**src/rtl/f_btb.sv**
```systemverilog
// Fetch-stage BTB with 2-bit direction counters: lookup is combinational on pc, updates land at the clock edge.
// No backpressure: every upd_en strobe is accepted, one per cycle; a lookup sees pre-update contents.
module f_btb #(
  parameter int IDX_W = 4
) (
  input  logic        clk,
  input  logic        rst_n,
  input  logic [12:0] pc,
  output logic [12:0] pc_predicted,
  output logic        pred_hit,
  input  logic        upd_en,
  input  logic [12:0] upd_pc,
  input  logic [12:0] upd_jumppc,
  input  logic        upd_taken,
  input  logic        fail_predict,
  output logic [15:0] mispredict_cnt
);

  localparam int TAG_W = 13 - IDX_W;
  localparam int DEPTH = 1 << IDX_W;

  typedef struct packed {
    logic             valid;
    logic [TAG_W-1:0] tag;
    logic [12:0]      target;
    logic [1:0]       ctr;
  } entry_t;

  entry_t tbl [DEPTH];

  logic [IDX_W-1:0] rd_idx;
  logic [TAG_W-1:0] rd_tag;
  entry_t           rd_ent;
  logic [IDX_W-1:0] wr_idx;
  logic [TAG_W-1:0] wr_tag;
  entry_t           wr_ent;
  logic             wr_hit;

  assign rd_idx = pc[IDX_W-1:0];
  assign rd_tag = pc[12:IDX_W];
  assign rd_ent = tbl[rd_idx];

  assign pred_hit     = rd_ent.valid && (rd_ent.tag == rd_tag);
  assign pc_predicted = (pred_hit && rd_ent.ctr[1]) ? rd_ent.target : pc + 13'd1;

  assign wr_idx = upd_pc[IDX_W-1:0];
  assign wr_tag = upd_pc[12:IDX_W];
  assign wr_ent = tbl[wr_idx];
  assign wr_hit = wr_ent.valid && (wr_ent.tag == wr_tag);

  // Counters reset to weakly-not-taken so a fresh allocation starts one step above.
  always_ff @(posedge clk or negedge rst_n) begin
    if (!rst_n) begin
      for (int i = 0; i < DEPTH; i++) begin
        tbl[i] <= '{valid: 1'b0, tag: '0, target: '0, ctr: 2'b01};
      end
    end else if (upd_en) begin
      if (wr_hit) begin
        if (upd_taken) begin
          if (wr_ent.ctr != 2'b11) tbl[wr_idx].ctr <= wr_ent.ctr + 2'd1;
          tbl[wr_idx].target <= upd_jumppc;
        end else if (wr_ent.ctr != 2'b00) begin
          tbl[wr_idx].ctr <= wr_ent.ctr - 2'd1;
        end
      end else if (upd_taken) begin
        tbl[wr_idx] <= '{valid: 1'b1, tag: wr_tag, target: upd_jumppc, ctr: 2'b10};
      end
    end
  end

  always_ff @(posedge clk or negedge rst_n) begin
    if (!rst_n) begin
      mispredict_cnt <= '0;
    end else if (fail_predict && (mispredict_cnt != 16'hFFFF)) begin
      mispredict_cnt <= mispredict_cnt + 16'd1;
    end
  end

endmodule

```
**config.mk**
```make
export PLATFORM = sky130hd
export DESIGN_NAME = f_btb
export DESIGN_NICKNAME = d
export VERILOG_FILES = /design/src/rtl/f_btb.sv
export SDC_FILE = /design/constraint.sdc
export NUM_CORES = 1
export LEC_CHECK = 0
export BUFFER_PORTS_ARGS = -buffer_cell sky130_fd_sc_hd__buf_2
export CAP_MARGIN = 30
export CORE_MARGIN = 1.5
export CORE_UTILIZATION = 40
export CTS_CLUSTER_SIZE = 28
export DETAILED_ROUTE_END_ITERATION = 10
export SLEW_MARGIN = 30
export SYNTH_ARGS = -nofsm -noshare
export SYNTH_HDL_FRONTEND = slang
export SYNTH_SLANG_ARGS = --single-unit
```
**constraint.sdc**
```tcl
create_clock -name clk -period 4.1 [get_ports clk]
set_input_delay 0.615 -clock clk [delete_from_list [all_inputs] [get_ports clk]]
set_output_delay 0.615 -clock clk [all_outputs]
set_load 0.005 [all_outputs]
```
==> impl_metrics.csv <==
group,metric,value,unit
status,status,"complete, no violations",
sta,rsz0062_at_grt,"yes",
die,core_area,0.0523,mm2
synth,yosysWarnings,0,
die,dieHeight,233,um
critical_path,reg2reg_depth,10,
placement,place.gp.congestion,0.816,
power,leakage,11.2,nW
cts,cts-root-buf,"clkbuf_16",
cts,cts_tree,"done",
cts,ctsLongestPathBuffers,3,
synth,seq_area_frac_synth,49.4,%
sta,finalCriticalPeriod,4.10,ns
critical_path,path_class,"register to output port",
critical_path,startpoint,"tbl[320]",
run,drv_cap,0,
critical_path,reg2reg_to,"tbl[74]",
cts,clock-sinks,416,
cells_and_area,finish.utilization,47.3,%
sta,fin_hold_ws,0.0738,ns
cts,cts_buffers,46,
critical_path,cp.arrival,3.48,ns
synth,synth.distinct_cells,48,
synth,synthTopCellsByCount,"nand2_1, dfrtp_1, mux2_2",
power,peakVddDrop,0.000273,V
placement,numPortBuffers,73,
global_route,grt_max_degree,95,
detailed_routing,ant_nets,0,
detailed_routing,wl_per_cell,24.0,um
die,fp.dieW,233,um
synth,syn_inst,1678,
cells_and_area,finalNonFillerCells,2507,
synth,ys_ff_latch,416,
critical_path,crit_required,3.48,ns
die,num_rows,84,
global_route,grt_pass1_wl,92900,um
cells_and_area,area_growth,17.2,%
synth,ys_async_sr_fraction,100,%
critical_path,startpoint_type,"register",
synth,syn_area_per_cell,12.6,um2
synth,synth.largest_area_cell,"dfrtp_1",
synth,synth_xor_area_share,1.99,%
synth,ys_top_cells_by_area,"dfrtp_1, mux4_2, mux2_2",
cts,clk_pin_slew,0.07,ns
synth,synthSimpleGateAreaFrac,11.6,%
synth,synth_fa_ha_area_share,0.237,%
die,io_pins,74,
sta,hold_viol_final,0,
sta,clock.fmax,0.244,GHz
power,powerDensity,477,mW/mm2
sta,finalMaxSlewViolations,0,
sta,worst_slew_pin_slew,0.790,ns
critical_path,path_max_fanout,6,
cts,htreeDepth,2,
detailed_routing,remaining_drc_errors,0,
placement,numPlacedInstances,2412,
placement,hpwl,38000,um
sta,setup_violations,0,
synth,synth_top_family_by_area,"multiplexers",
synth,syn_area,0.0211,mm2
detailed_routing,avgViaCountPerCell,5.70,
synth,ys.flop_type,"dfrtp_1",
critical_path,cp-endpoint,"pc_predicted[7]",
die,floorplan.die_area,0.0542,mm2
sta,fin_crit_sh,99.9,%
detailed_routing,wl,60200,um
cells_and_area,drive_gt1_share,38.8,%
sta,slew_headroom,47.3,%
detailed_routing,vias,14290,
global_route,antenna_found_initial,2,
min_path,hold_class,"primary input to asynchronous set/reset pin",
synth,synth_most_common_cell,"nand2_1",
die,start_util,40.3,%
sta,fin_skew,0.0193,ns
detailed_routing,dr.first_iter.drc_count,1076,
critical_path,cp-end-kind,"output port",
synth,synth_top_area_share,47.4,%
synth,synthMuxAreaShare,32.1,%
synth,synth_fp_nets,1726,
sta,fin_tns_setup,0,ns
global_route,track_usage,22.8,%
critical_path,regToRegSetupSlack,1.02,ns
detailed_routing,firstDrtPassIters,5,
synth,synth_edf_count,0,
global_route,overflow,0,
synth,synth_compound_gate_area_share,1.94,%
critical_path,rr_startpoint,"tbl[16]",
cts,ctsHoldBuffers,0,
cells_and_area,fin_nets,1827,
global_route,grt_pass1_vias,14761,
cts,clock_latency,0.59,ns
==> worst min-delay path by stage <==
stage                  start           endpoint  slack [ns]  depth (start not counted)
floorplan              rst_n  mispredict_cnt[0]        0.32                          0
finish                 rst_n           tbl[177]        0.07                          1
CTS                    rst_n           tbl[154]        0.09                          1
detailed placement  tbl[229]           tbl[229]        0.46                          2
global route           rst_n           tbl[154]        0.13                          1
global placement    tbl[355]           tbl[355]        0.45                          2
==> where the power goes <==
part,internal (W),total (W),switching [W]
Combinational,0.00128,0.00220,0.000923
Sequential,0.00488,0.00541,0.000526
Clock,0.00248,0.00421,0.00173
Total,0.00864,0.0118,0.00318
==> cell families after synthesis <==
| logic type | after synthesis |
|---|---|
| XOR/XNOR | 48 |
| AND/OR/NAND/NOR | 587 |
| adder cells (fa/ha/maj) | 4 |
| flip-flops | 416 |
| AO/OA/AOI/OAI | 49 |
| multiplexers | 438 |
| buffers and inverters | 136 |
==> routing by layer <==
metal	GRT usage, %	vias to the layer above	wire [um]
met2	36.9	472	29300
met1	31.0	7540	25800
met4	8.47	0	1800
met3	3.53	108	3330
li1	-	6170	-
met5	0	-	0
==> cells in the final DEF, fill, tap and decap left out, types with 13 or more instances in the layout <==
cell type,instances
nand2_1,465
dfrtp_1,400
mux2_2,228
mux4_2,167
buf_4,61
buf_2,57
clkbuf_16,48
buf_12,37
mux2i_1,31
xnor2_1,27
nor2_1,24
nand3_1,22
inv_1,19
xor2_1,18
or2_2,17
a32oi_1,16
dfstp_2,16
o2bb2ai_1,15
clkbuf_8,13
clkbuf_1,13
buf_6,13
==> final cells by class <==
type                            instances  area (um2)
Inverter                               19        71.3
Multi-Input combinational cell       1126       10200
Sequential cell                       416       10400
Fill cell                            4658       27600
Timing Repair Buffer                  170        1670
Clock buffer                           73        1400
Clock inverter                         13         136
Antenna cell                            2        5.00
Tap cell                              688         861
==> worst max-delay path: stages (launching register included) <==
cell and delay (ns):
dfrtp_1 0.41, mux4_2 0.49, mux4_2 0.51, xnor2_2 0.22, nand4_1 0.16, nor3_2 0.18, buf_4 0.15, and2_4 0.18
clkbuf_16 0.17, mux2_4 0.31, buf_6 0.12
==> per-stage QoR <==
stage	power (W)	setup slack (ns)	cell area [um2]
floorplan	0.00688	0.0280	21100
global placement	0.00754	0.0533	23000
detailed placement	0.00763	0.000320	23000
CTS	0.0119	0.00351	24600
global route	0.0124	-0.135	24800
finish	0.0118	0.00388	24800
==> sequential cells by signal (all words and copies together) (netlist names) <==
signal,flops
tbl,400
mispredict_cnt,16
==> repair_timing <==
action                     4_1_cts  5_1_grt
pin swaps                        1        3
cloned                           0        1
buffers inserted                 5        1
setup endpoints to repair       12       13
gates resized for setup          2       28
Power figures use the tool's default switching activity.
